### src/rtl/n_bit_updn_mod_counter.sv
`default_nettype none
// ============================================================================
// Module      : n_bit_updn_mod_counter
// Description : Up/down modulo-MOD counter with parallel load, count enable,
//               wrap or one-shot mode and a registered terminal-count flag.
// Revision    : 1.0  initial release
// ============================================================================
module n_bit_updn_mod_counter #(
    parameter int N        = 3,
    parameter int MOD      = 8,
    parameter int ONE_SHOT = 0
) (
    input  logic         clk,
    input  logic         rst,
    input  logic         en,
    input  logic         up_dn,
    input  logic         load,
    input  logic [N-1:0] load_val,
    output logic [N-1:0] count_out,
    output logic         done
);

    localparam logic [N-1:0] c_max  = N'(MOD - 1);
    localparam logic [N-1:0] c_zero = '0;
    localparam logic [N-1:0] c_one  = N'(1);

    typedef enum logic [0:0] {
        S_RUN  = 1'b0,
        S_HALT = 1'b1
    } state_t;

    state_t       state_q, state_d;
    logic [N-1:0] count_q, count_d;
    logic         done_q, done_d;

    logic [N-1:0] w_term;
    logic [N-1:0] w_step;
    logic         w_at_term;

    // Terminal value follows the direction sampled on this edge; the step
    // wraps modulo MOD rather than modulo 2**N.
    always_comb begin
        w_term    = up_dn ? c_max : c_zero;
        w_at_term = (count_q == w_term);
        if (up_dn) begin
            w_step = w_at_term ? c_zero : (count_q + c_one);
        end else begin
            w_step = w_at_term ? c_max : (count_q - c_one);
        end
    end

    always_comb begin
        state_d = state_q;
        count_d = count_q;
        done_d  = done_q;
        if (load) begin
            count_d = (load_val > c_max) ? c_max : load_val;
            done_d  = 1'b0;
            state_d = S_RUN;
        end else if (state_q == S_RUN) begin
            if (!en) begin
                done_d = 1'b0;
            end else if (ONE_SHOT != 0) begin
                if (w_at_term) begin
                    done_d  = 1'b1;
                    state_d = S_HALT;
                end else begin
                    count_d = w_step;
                    done_d  = (w_step == w_term);
                    state_d = (w_step == w_term) ? S_HALT : S_RUN;
                end
            end else begin
                count_d = w_step;
                done_d  = w_at_term;
            end
        end
    end

    always_ff @(posedge clk) begin
        if (rst) begin
            state_q <= S_RUN;
            count_q <= c_zero;
            done_q  <= 1'b0;
        end else begin
            state_q <= state_d;
            count_q <= count_d;
            done_q  <= done_d;
        end
    end

    assign count_out = count_q;
    assign done      = done_q;

endmodule
`default_nettype wire

### config.mk
export PLATFORM = sky130hd
export DESIGN_NAME = n_bit_updn_mod_counter
export DESIGN_NICKNAME = d
export VERILOG_FILES = /design/src/rtl/n_bit_updn_mod_counter.sv
export SDC_FILE = /design/constraint.sdc
export NUM_CORES = 1
export LEC_CHECK = 0
export BUFFER_PORTS_ARGS = -buffer_cell sky130_fd_sc_hd__buf_4
export CAP_MARGIN = 20
export CORE_AREA = 5 5 42 44
export CTS_CLUSTER_SIZE = 8
export DETAILED_ROUTE_END_ITERATION = 6
export DIE_AREA = 0 0 47 49
export GPL_ROUTABILITY_DRIVEN = 0
export SYNTH_ARGS = -nofsm -noshare
export SYNTH_HDL_FRONTEND = slang
export SYNTH_SLANG_ARGS = --single-unit
### constraint.sdc
create_clock -name clk -period 2.7 [get_ports clk]
set_input_delay 0.135 -clock clk [delete_from_list [all_inputs] [get_ports clk]]
set_output_delay 0.135 -clock clk [all_outputs]
set_load 0.02 [all_outputs]
Word-level counts from Yosys, hierarchy flattened. Cells that the tools add are included.

Input port bits: 8. Bits in registers: 4. Word-level logic and storage cells: 16. Output and inout bits: 4.

Equality and inequality tests: 1. Bitwise logic cells: 1. Multiplexer cells: 7. Reductions and logical operators: 2. Add/subtract/negate cells: 2. Order comparisons: 1.

Operators with widths (number): 2-to-1 mux 3 bit (7); adder 3 x 1 -> 3 bit (second input constant) (1); equality test 3 bit (1); > comparator 3 bit (second input constant) (1); OR reduction 3 bit (1); subtractor 3 x 1 -> 3 bit (second input constant) (1); nonzero test 2 bit (1); inverter 1 bit (1).

Depth between registers and ports, before layout. Gate-level depths: netlist of run 1.

Word-level depth: 6. Mapped depth: 6. Gate-level depth less buffers: 6.

Worst setup path after synthesis of run 1. Ideal clock, no wire load.

Kind: flip-flop to flip-flop. Start: register count_q[0], in the netlist count_out[0]. End: register count_q[1], in the netlist count_out[1]. Library setup time: 70 ps. Path buffers: 0. Period minus slack after synthesis: 1329 ps. Stages on the path, launching flop included: 6. Data required time: 2630 ps. Arrival: 1259 ps. Setup slack: 1371 ps. Cells stage by stage: dfxtp_1 inv_1 ha_1 o311ai_0 o2111ai_1 a21oi_1.

Cells in the longest elaborated chain, start to end: 5. Elaborated cells between the ends (all ways): 8. Classes of those cells: add/sub: 2; eq/ne: 1; mux: 5.

RTL lines: start: declaration (line 33) `logic [N-1:0] count_q, count_d;`; start signal: assignment (line 82) `count_q <= c_zero;`; start signal: assignment (line 86) `count_q <= count_d;`; subtractor 3 x 1 -> 3 bit (tied with other cells) (line 48) `w_step = w_at_term ? c_max : (count_q - c_one);`; 2-to-1 mux 3 bit, on equally long branches (line 48, 46); 2-to-1 mux 3 bit (*) (line 45) `if (up_dn) begin`; 2-to-1 mux 3 bit (*) (line 61) `if (!en) begin`; 2-to-1 mux 3 bit (*) (line 56) `if (load) begin`.

Mark *: on every way between the ends. The rest lies on a longest branch, timed or not. The select of a mux whose other input is x is not followed. A chain may end at the register's enable or synchronous reset.

Worst setup path in the final report of run 1. Ends and elaborated chain as after synthesis.

==> metrics.txt, run 1 <==
Static Leakage 0.000160 uW; CP Cell Sequence inv_1 > ha_1 > o311ai_0 > o2111ai_1 > a21oi_1; # rows 14; Iter 0 DRT Violations 11; Final Skew 1.11 ps; sinks on the clock net 4; half-perimeter wire length after placement 518 um; Hold Path Class input pin to flip-flop; hold buffer count at cts 0; Core Box Area 1400 sq um; startpoint-to-endpoint class of the critical path flip-flop to flip-flop; antenna violations before repair 0; largest voltage drop on the vdd net 0.330 mV; post-DR wirelength/cell 10.7 um; max-capacitance violation count 0; largest buffer count on any clock path 2; arrival time at the worst endpoint 1520 ps; setup tns final 0 ps; share of Yosys cell area claimed by the top area cell type 30.9%; effective utilization at floorplan 18.5%; type of destination of the critical path flip-flop; via count of the first global-routing pass 264; required time worst endpoint 2870 ps; Final Cycle Share 50.3%; iteration count of the initial detailed-routing pass 4; aggregate global-route resource usage 7.33%; post-layout net count 60; clock latency on the worst-skew pair 230 ps; Power per Cell Area 487 nW/um^2; Achievable Freq 737 MHz; library cell with the largest summed area after synthesis sky130_fd_sc_hd__dfxtp_1; post-place setup slack 1350 ps; total nets after synthesis 44; category of the worst setup path launch point flip-flop; wire length of the first global-routing pass 1.15 mm; FF/Latch Area 80.1 sq um; FF+latch count, synth 4; max-slew violation count 0; netlist area before placement 259 sq um; CTS HTree Levels 1; ratio of cells with drive above 1 in the final layout 29.2%; Final Critical Period 1360 ps; Multi-input gate area 164 sq um; max_slew headroom 77.7%; IO Pins 12; critical path peak fanout 9; utilization of the core after routing 27.4%; measured slew at the worst slew-check pin 335 ps; final setup violation count 0; cell area after placement 362 sq um; worst stage delay on the critical path 510 ps; count of final hold-check violations 0; Filler Cells Inserted 168; post-CTS setup buffer count 0; cell family contributing the most delay on the critical path flip-flops; Unique masters post-synth 18; sequential-to-total area share from yosys stat 30.9%; Final Routed Wirelength 686 um; via density per instance 4.41; number of buffers added on ports 11; status complete, no violations; synthesis warning total 0; Resize count post-CTS 0; number of instances in the synthesized netlist 34; floorplan die width 47 um; layout overhead on the synthesized area 48.3%; Non-Filler Cell Area, Final 384 sq um; Ant. Diodes 0; vias post-DR 282; top cells by area, synth sky130_fd_sc_hd__dfxtp_1 31%, sky130_fd_sc_hd__a21oi_1 12%, sky130_fd_sc_hd__ha_1 9.7%; antenna-violating nets left 0; Avg Inst Size Synth 7.62 sq um; pin count of the biggest net entering global routing 10; clock transition at the registers of the reported paths 30 ps; Total Power 187 uW; clock tree from TritonCTS yes; Root Buffer sky130_fd_sc_hd__clkbuf_4; area of the die 2300 sq um; Slowest-stage cell, CP sky130_fd_sc_hd__dfxtp_1; Residual DRC 0; setup repair after global routing missed its margin false; vertical extent of the die 49 um; Worst Slack Setup Final 1340 ps; grt total ovfl 0; number of CTS-inserted buffers 3; count of buffer and inverter cells on the critical path 1
-- stage by stage --
stage / hold WS, ps / cells
floorplan: 204 / 34
global placement: 320 / 61
detailed placement: 324 / 61
CTS: 79.3 / 64
global route: 78.7 / 64
finish: 80.7 / 64
-- cells by family (layout without fill, tap and decap cells) --
group | count (synthesis) | in the layout | share of synthesized area [%]
simple gates | 11 | 11 | 22.2
compound gates | 12 | 12 | 28.0
xor+xnor | 1 | 1 | 3.38
flops | 4 | 4 | 30.9
buf+inv | 4 | 18 | 5.80
fa+ha+maj | 2 | 2 | 9.66
-- registers in the layout (all words and copies together) (netlist names) --
register / flops
done: 1
count_out: 3
-- power by group --
group | total, uW | internal (uW) | switching [uW]
clock | 73.2 | 49.6 | 23.5
combinational | 42.2 | 21.8 | 20.4
sequential | 71.6 | 63.4 | 8.16
total | 187 | 135 | 52.1
-- cells in the mapped netlist --
library cell                count
sky130_fd_sc_hd__or4_1          1
sky130_fd_sc_hd__o311ai_0       1
sky130_fd_sc_hd__nand2_1        2
sky130_fd_sc_hd__ha_1           2
sky130_fd_sc_hd__nor2_1         3
sky130_fd_sc_hd__inv_1          4
sky130_fd_sc_hd__nor3_1         1
sky130_fd_sc_hd__a21oi_1        6
sky130_fd_sc_hd__nand4_1        1
sky130_fd_sc_hd__nor2b_1        1
sky130_fd_sc_hd__xnor2_1        1
sky130_fd_sc_hd__nand2b_1       1
sky130_fd_sc_hd__nor3b_1        1
sky130_fd_sc_hd__o2111ai_1      1
sky130_fd_sc_hd__o32ai_1        1
sky130_fd_sc_hd__dfxtp_1        4
sky130_fd_sc_hd__o21ai_0        2
sky130_fd_sc_hd__a31oi_1        1
-- routing by layer --
layer	routed length, um	GRT usage [%]	part of all wire (%)	vias up
li1	-	-	-	155
met1	331	10.1	48	114
met2	258	7.69	38	13
met3	96	6.64	14	0
met4	0	2.76	0	0
met5	0	0	0	-
-- cell usage in the layout (no fill, tap or decap) --
master / instances
sky130_fd_sc_hd__nor2b_1: 1
sky130_fd_sc_hd__nor2_1: 3
sky130_fd_sc_hd__dfxtp_1: 4
sky130_fd_sc_hd__nor3_1: 1
sky130_fd_sc_hd__clkbuf_4: 3
sky130_fd_sc_hd__ha_1: 2
sky130_fd_sc_hd__a21oi_1: 6
sky130_fd_sc_hd__inv_1: 4
sky130_fd_sc_hd__nand2b_1: 1
sky130_fd_sc_hd__o21ai_0: 2
sky130_fd_sc_hd__buf_4: 11
sky130_fd_sc_hd__o32ai_1: 1
sky130_fd_sc_hd__or4_1: 1
sky130_fd_sc_hd__a31oi_1: 1
sky130_fd_sc_hd__o2111ai_1: 1
sky130_fd_sc_hd__nand2_1: 2
sky130_fd_sc_hd__nand4_1: 1
sky130_fd_sc_hd__nor3b_1: 1
sky130_fd_sc_hd__o311ai_0: 1
sky130_fd_sc_hd__xnor2_1: 1
-- path summary, 6_finish.rpt --
| path | slack, ps | to | startpoint | cells after the start |
|---|---|---|---|---|
| max reg2reg | 1340 | count_out[1] | count_out[0] | 5 |
| max | 1340 | count_out[1] | count_out[0] | 5 |
| min | 80 | count_out[1] | rst | 2 |
| min reg2reg | 610 | done | count_out[1] | 2 |
-- layout make-up --
cell class / count / share of cell area, %
inverters: 4 / 3.91
well taps: 16 / 5.21
repair buffers: 11 / 21.5
clock buffers: 3 / 5.86
flip-flops and latches: 4 / 20.8
multi-input cells: 26 / 42.7
Note: power is estimated with default switching activity, not from simulation.
==> run 2, diff against run 1 <==
--- a/config.mk
+++ b/config.mk
@@ -5,6 +5,7 @@
 export SDC_FILE = /design/constraint.sdc
 export NUM_CORES = 1
 export LEC_CHECK = 0
+export ABC_AREA = 1
 export BUFFER_PORTS_ARGS = -buffer_cell sky130_fd_sc_hd__buf_4
 export CAP_MARGIN = 20
 export CORE_AREA = 5 5 42 44
==> constraint.sdc (replaced) <==
create_clock -name clk -period 1.42 [get_ports clk]
set_input_delay 0.071 -clock clk [delete_from_list [all_inputs] [get_ports clk]]
set_output_delay 0.071 -clock clk [all_outputs]
set_load 0.02 [all_outputs]
==> run 2 against run 1 <==
Sequential cell count unchanged. Register-to-register slack lost 1200 ps. Largest power group unchanged. Hold slack worse by 62 ps. Critical path type unchanged. Synthesized area up 28%. Critical endpoint unchanged. Combinational power rose to 2.7 times the previous value.
==> metrics.txt, run 2 <==
status complete, no violations (unchanged); Residual DRC 0 (unchanged); Post-Route Hold Slack 18.9 ps (was 80.7 ps); largest buffer count on any clock path 2 (unchanged); Unique masters post-synth 19 (was 18); clock latency on the worst-skew pair 230 ps (about the same); # rows 14 (unchanged); startpoint-to-endpoint class of the critical path flip-flop to flip-flop (unchanged); Filler Cells Inserted 173 (was 168); FF+latch count, synth 4 (unchanged); aggregate global-route resource usage 7.67% (was 7.33%); share of Yosys cell area claimed by the top area cell type 24.2% (was 30.9%); fraction of registers with async set or reset after synthesis 0% (unchanged); Achievable Freq 788 MHz (was 737 MHz); via count of the first global-routing pass 301 (was 264); Core Box Area 1400 sq um (unchanged); sinks on the clock net 4 (unchanged); EDFF count, synth 0 (unchanged); sequential-to-total area share from yosys stat 24.2% (was 30.9%); leading cell types by count after synthesis 14 x sky130_fd_sc_hd__nand2_1, 9 x sky130_fd_sc_hd__inv_1, 4 x sky130_fd_sc_hd__dfxtp_1, 4 x sky130_fd_sc_hd__nor2_1, 3 x sky130_fd_sc_hd__nand3_1 (was 6 x sky130_fd_sc_hd__a21oi_1, 4 x sky130_fd_sc_hd__dfxtp_1, 4 x sky130_fd_sc_hd__inv_1); largest voltage drop on the vdd net 0.480 mV (was 0.330 mV); commonest non-fill, non-tap cells in the layout 14 x sky130_fd_sc_hd__nand2_1, 12 x sky130_fd_sc_hd__buf_4, 9 x sky130_fd_sc_hd__inv_1 (was 11 x sky130_fd_sc_hd__buf_4, 6 x sky130_fd_sc_hd__a21oi_1, 4 x sky130_fd_sc_hd__inv_1, 4 x sky130_fd_sc_hd__dfxtp_1); number of instances in the synthesized netlist 50 (was 34); layout overhead on the synthesized area 37.0% (was 48.3%); max-capacitance violation count 0 (unchanged); max_slew headroom 80.4% (was 77.7%); total nets after synthesis 60 (was 44); Avg Inst Size Synth 6.63 sq um (was 7.62 sq um); netlist area before placement 332 sq um (was 259 sq um); cell count after placement 77 (was 61); iteration count of the initial detailed-routing pass 4 (unchanged); grt total ovfl 0 (unchanged); critical path peak fanout 8 (was 9); vertical extent of the die 49 um (unchanged); Hold Path Class input pin to flip-flop (unchanged); library cell with the largest summed area after synthesis sky130_fd_sc_hd__dfxtp_1 (unchanged); count of final hold-check violations 0 (unchanged); top cells by area, synth sky130_fd_sc_hd__dfxtp_1 24%, sky130_fd_sc_hd__nand2_1 16%, sky130_fd_sc_hd__inv_1 10% (was sky130_fd_sc_hd__dfxtp_1 31%, sky130_fd_sc_hd__a21oi_1 12%, sky130_fd_sc_hd__ha_1 9.7%); cell with the most instances after synthesis sky130_fd_sc_hd__nand2_1 (was sky130_fd_sc_hd__a21oi_1); top_reg_cell synth sky130_fd_sc_hd__dfxtp_1 (unchanged); synthesis warning total 0 (unchanged); Root Buffer sky130_fd_sc_hd__clkbuf_4 (unchanged); max-slew violation count 0 (unchanged); via density per instance 4.34 (was 4.41); Largest register FFs 3 (unchanged); pin count of the biggest net entering global routing 9 (was 10); setup tns final 0 ps (unchanged); number of CTS-inserted buffers 3 (unchanged); type of destination of the critical path flip-flop (unchanged); antenna violations before repair 0 (unchanged); Final Routed Wirelength 780 um (was 686 um); setup repair after global routing missed its margin false (unchanged); Final Cycle Share 89.3% (was 50.3%); final setup violation count 0 (unchanged); clock transition at the registers of the reported paths 40 ps (was 30 ps); clock tree from TritonCTS yes (unchanged); IO Pins 12 (unchanged); post-DR wirelength/cell 9.75 um (was 10.7 um); category of the worst setup path launch point flip-flop (unchanged); most frequent standard cell in the layout excluding fill and tap cells sky130_fd_sc_hd__nand2_1 (was sky130_fd_sc_hd__buf_4); half-perimeter wire length after placement 601 um (was 518 um); Iter 0 DRT Violations 4 (was 11); arrival time at the worst endpoint 1440 ps (was 1520 ps); effective utilization at floorplan 23.7% (was 18.5%); wire length of the first global-routing pass 1.26 mm (was 1.15 mm); Final Critical Period 1270 ps (was 1360 ps); measured slew at the worst slew-check pin 294 ps (was 335 ps); antenna-violating nets left 0 (unchanged); required time worst endpoint 1590 ps (was 2870 ps); CTS HTree Levels 1 (unchanged); Ant. Diodes 0 (unchanged); Static Leakage 0.000250 uW (was 0.000160 uW); floorplan die width 47 um (unchanged); area of the die 2300 sq um (unchanged); vias post-DR 347 (was 282); utilization of the core after routing 32.4% (was 27.4%); ratio of cells with drive above 1 in the final layout 32.8% (was 29.2%); hold buffer count at cts 0 (unchanged); post-layout net count 76 (was 60); number of buffers added on ports 11 (unchanged); Power per Cell Area 866 nW/um^2 (was 487 nW/um^2); Final Skew 0.189 ps (was 1.11 ps); Finished Layout Cells 80 (was 64)
## run 2: cell count changes in the layout (fill, tap and decap cells not counted), sizes merged, moves of 4 or more
cell / before / now
inv: 4 / 9
nand2: 2 / 15
nand3: 0 / 5
a21oi: 6 / 2
## run 2: path summary, 6_finish.rpt
| path | start | end | slack (ps) | cells past startpoint |
|---|---|---|---|---|
| worst max-delay path | count_out[1] | count_out[1] | 150 | 6 |
| worst min-delay path | rst | count_out[1] | 20 | 2 |
| worst min register to register | count_out[0] | count_out[0] | 580 | 2 |
| worst max register to register | count_out[1] | count_out[1] | 150 | 6 |
## run 2: through the flow
step                      instance area [sq um]  total power (uW)  worst slack (ps)
final                                       454               393               152
after global routing                        454               426              11.3
after CTS                                   453               401              91.6
after detailed placement                    430               252              94.4
after global placement                      430               250               112
after floorplan                             332               209               101
## run 2: repair_timing
action	CTS	global route
setup endpoints to repair	0	2
buffers inserted	0	0
gates resized for setup	0	1
## run 2: logic make-up (layout without fill, tap and decap cells)
group | Yosys count | after routing | synth area share [%]
fa+ha+maj | 2 | 2 | 7.55
simple gates | 26 | 26 | 36.2
xor+xnor | 1 | 1 | 2.64
flops | 4 | 4 | 24.2
buf+inv | 10 | 24 | 13.6
compound gates | 7 | 7 | 15.8
## run 2: area by class of cell
class	count	area [sq um]	area share [%]
inverters	9	33.8	7.44
clock buffers	3	22.5	4.96
multi-input cells	36	206	45.5
repair buffers	12	90.1	19.8
flip-flops and latches	4	81.3	17.9
well taps	16	20.0	4.41
## run 2: worst max-delay path, cell delays in order, from the launching register on
cell                      delay, ps
sky130_fd_sc_hd__dfxtp_1        480
sky130_fd_sc_hd__inv_1           80
sky130_fd_sc_hd__ha_1           310
sky130_fd_sc_hd__nand3_1         80
sky130_fd_sc_hd__nand2_1         80
sky130_fd_sc_hd__nand3_2         70
sky130_fd_sc_hd__a21oi_2        100
## run 2: per-layer routing
| metal | track usage [%] | vias up | part of all wire [%] |
|---|---|---|---|
| li1 | - | 188 | - |
| met1 | 11.2 | 145 | 50 |
| met5 | 0 | - | 0 |
| met4 | 2.76 | 0 | 0 |
| met3 | 4.80 | 0 | 6.2 |
| met2 | 8.82 | 14 | 43 |
## run 2: where the power goes
group          leakage, uW  switching, uW  internal (uW)
Clock            0.0000138           48.6           94.7
Combinational     0.000203           59.9           54.9
Sequential       0.0000332           14.1            121
==> run 3, diff against run 2 <==
--- a/config.mk
+++ b/config.mk
@@ -13,6 +13,7 @@
 export DETAILED_ROUTE_END_ITERATION = 6
 export DIE_AREA = 0 0 47 49
 export GPL_ROUTABILITY_DRIVEN = 0
+export SETUP_SLACK_MARGIN = 0.2
 export SYNTH_ARGS = -nofsm -noshare
 export SYNTH_HDL_FRONTEND = slang
 export SYNTH_SLANG_ARGS = --single-unit
==> run 3 against run 2 <==
Design area grew 14%. Setup slack gained 140 ps. Critical path depth grew 1. First-iteration DRC count grew to 2.5 times the previous value. Via count grew 6.1%. Clock-buffer cell count is the same. Clock skew grew 7.2 ps. Core utilization grew 4.6 points. Non-clock buffer count grew 4. Total power grew 7.5%. Register-to-register slack gained 140 ps. Cell count grew 5.0%. Highest routed layer unchanged.
==> metrics.txt, run 3 (synthesis gave the netlist of run 2 again) <==
Final Routed Wirelength 857 um (was 780 um); Static Leakage 0.000274 uW (was 0.000250 uW); IO Pins 12 (unchanged); met2 Usage GRT 10.2% (was 8.82%); worst stage delay on the critical path 350 ps (was 480 ps); startpoint-to-endpoint class of the critical path flip-flop to flip-flop (unchanged); Root Buffer sky130_fd_sc_hd__clkbuf_4 (unchanged); Ant. Diodes 0 (unchanged); Non-Filler Cell Area, Final 518 sq um (was 454 sq um); met3 Track Usage GR 4.06% (was 4.80%); most frequent standard cell in the layout excluding fill and tap cells sky130_fd_sc_hd__buf_4 (was sky130_fd_sc_hd__nand2_1); antenna-violating nets left 0 (unchanged); wire length of the first global-routing pass 1.32 mm (was 1.26 mm); # rows 14 (unchanged); cell area after placement 433 sq um (was 430 sq um); vias post-DR 368 (was 347); post-DR wirelength/cell 10.2 um (was 9.75 um); clock transition at the registers of the reported paths 40 ps (about the same); Multi-input gate area 226 sq um (was 206 sq um); status complete, no violations (unchanged); type of destination of the critical path flip-flop (unchanged); half-perimeter wire length after placement 589 um (was 601 um); category of the worst setup path launch point flip-flop (unchanged); aggregate global-route resource usage 7.96% (was 7.67%); required time worst endpoint 1550 ps (was 1590 ps); Slowest-stage cell, CP sky130_fd_sc_hd__dfxtp_4 (was sky130_fd_sc_hd__dfxtp_1); final setup violation count 0 (unchanged); max_slew headroom 86.5% (was 80.4%); grt total ovfl 0 (unchanged); CP Cell Sequence buf_6 > ha_2 > xor2_1 > nand3_1 > nand2_1 > nand2_1 > nand2_1 (was inv_1 > ha_1 > nand3_1 > nand2_1 > nand3_2 > a21oi_2); setup repair after global routing missed its margin false (unchanged); most used routing layer in global routing met2 (was met1); Hold Path Class input pin to flip-flop (unchanged); max-capacitance violation count 0 (unchanged); sinks on the clock net 4 (unchanged); clock latency on the worst-skew pair 240 ps (was 230 ps); arrival time at the worst endpoint 1260 ps (was 1440 ps); Final Cycle Share 79.6% (was 89.3%); iteration count of the initial detailed-routing pass 4 (unchanged); Final Skew 7.43 ps (was 0.189 ps); clock tree from TritonCTS yes (unchanged); Power per Cell Area 816 nW/um^2 (was 866 nW/um^2); Iter 0 DRT Violations 10 (was 4); Residual DRC 0 (unchanged); Achievable Freq 885 MHz (was 788 MHz); count of final hold-check violations 0 (unchanged); via count of the first global-routing pass 312 (was 301); hold buffer count at cts 0 (unchanged); max-slew violation count 0 (unchanged); commonest non-fill, non-tap cells in the layout 15 x sky130_fd_sc_hd__buf_4, 14 x sky130_fd_sc_hd__nand2_1, 7 x sky130_fd_sc_hd__inv_1 (was 14 x sky130_fd_sc_hd__nand2_1, 12 x sky130_fd_sc_hd__buf_4, 9 x sky130_fd_sc_hd__inv_1); most frequent CP cell sky130_fd_sc_hd__nand2_1; number of buffers added on ports 11 (unchanged); critical path peak fanout 6 (was 8); setup tns final 0 ps (unchanged); Filler Cells Inserted 151 (was 173); layout overhead on the synthesized area 56.2% (was 37.0%); cell count after placement 77 (unchanged); antenna violations before repair 0 (unchanged); number of CTS-inserted buffers 3 (unchanged); CTS HTree Levels 1 (unchanged); Largest register FFs 3 (unchanged); measured slew at the worst slew-check pin 202 ps (was 294 ps); vertical extent of the die 49 um (unchanged); post-layout net count 80 (was 76); area of the die 2300 sq um (unchanged); Final Critical Period 1130 ps (was 1270 ps); FF/Latch Area 88.8 sq um (was 81.3 sq um); met1 usage in global routing 9.89% (was 11.2%); pin count of the biggest net entering global routing 9 (unchanged); Worst Slack Setup Final 290 ps (was 152 ps); count of buffer and inverter cells on the critical path 1 (unchanged); floorplan die width 47 um (unchanged); effective utilization at floorplan 23.7% (unchanged); largest buffer count on any clock path 2 (unchanged); cell family contributing the most delay on the critical path flip-flops (unchanged); post-place setup slack 230 ps (was 94.4 ps); largest voltage drop on the vdd net 0.327 mV (was 0.480 mV); Finished Layout Cells 84 (was 80); ratio of cells with drive above 1 in the final layout 47.1% (was 32.8%); Post-Route Hold Slack 13.7 ps (was 18.9 ps); Core Box Area 1400 sq um (unchanged); via density per instance 4.38 (was 4.34)
run 3: what timing repair did:
item / CTS / global route
endpoints found under the setup margin: 0 / 2
buffers inserted: 0 / 4
gates resized for setup: 0 / 11
run 3: power breakdown:
part | internal, uW | switching, uW | leakage [uW]
Combinational | 72.7 | 72.7 | 0.000225
Sequential | 121 | 10.8 | 0.0000345
Clock | 94.9 | 51.0 | 0.0000138
run 3: worst paths after layout:
path | from | end | slack (ps) | cells past startpoint
max | count_out[0] | count_out[2] | 290 | 7
min | rst | count_out[1] | 10 | 2
max reg2reg | count_out[0] | count_out[2] | 290 | 7
min reg2reg | count_out[0] | count_out[0] | 590 | 3
run 3: layout make-up:
type,count,area share (%)
multi-input combinational,36,43.7
sequential,4,17.1
clock buffer,3,4.35
tap,16,3.86
timing repair buffer,16,23.9
inverter,9,7.00
run 3: worst reg2reg max path, stage by stage, from the launching register on:
cell	delay (ps)
sky130_fd_sc_hd__dfxtp_4	350
sky130_fd_sc_hd__buf_6	130
sky130_fd_sc_hd__ha_2	170
sky130_fd_sc_hd__xor2_1	130
sky130_fd_sc_hd__nand3_1	80
sky130_fd_sc_hd__nand2_1	60
sky130_fd_sc_hd__nand2_1	60
sky130_fd_sc_hd__nand2_1	40
run 3: per-layer routing:
layer | part of all wire, % | vias up
met2 | 49 | 12
met5 | 0 | -
met3 | 7.1 | 0
met4 | 0 | 0
met1 | 44 | 157
li1 | - | 199
run 3: per-stage QoR:
stage	utilization, %	power (uW)
finish	37.0	423
detailed placement	30.9	252
CTS	32.5	404
floorplan	-	210
global route	37.0	455
global placement	30.9	251
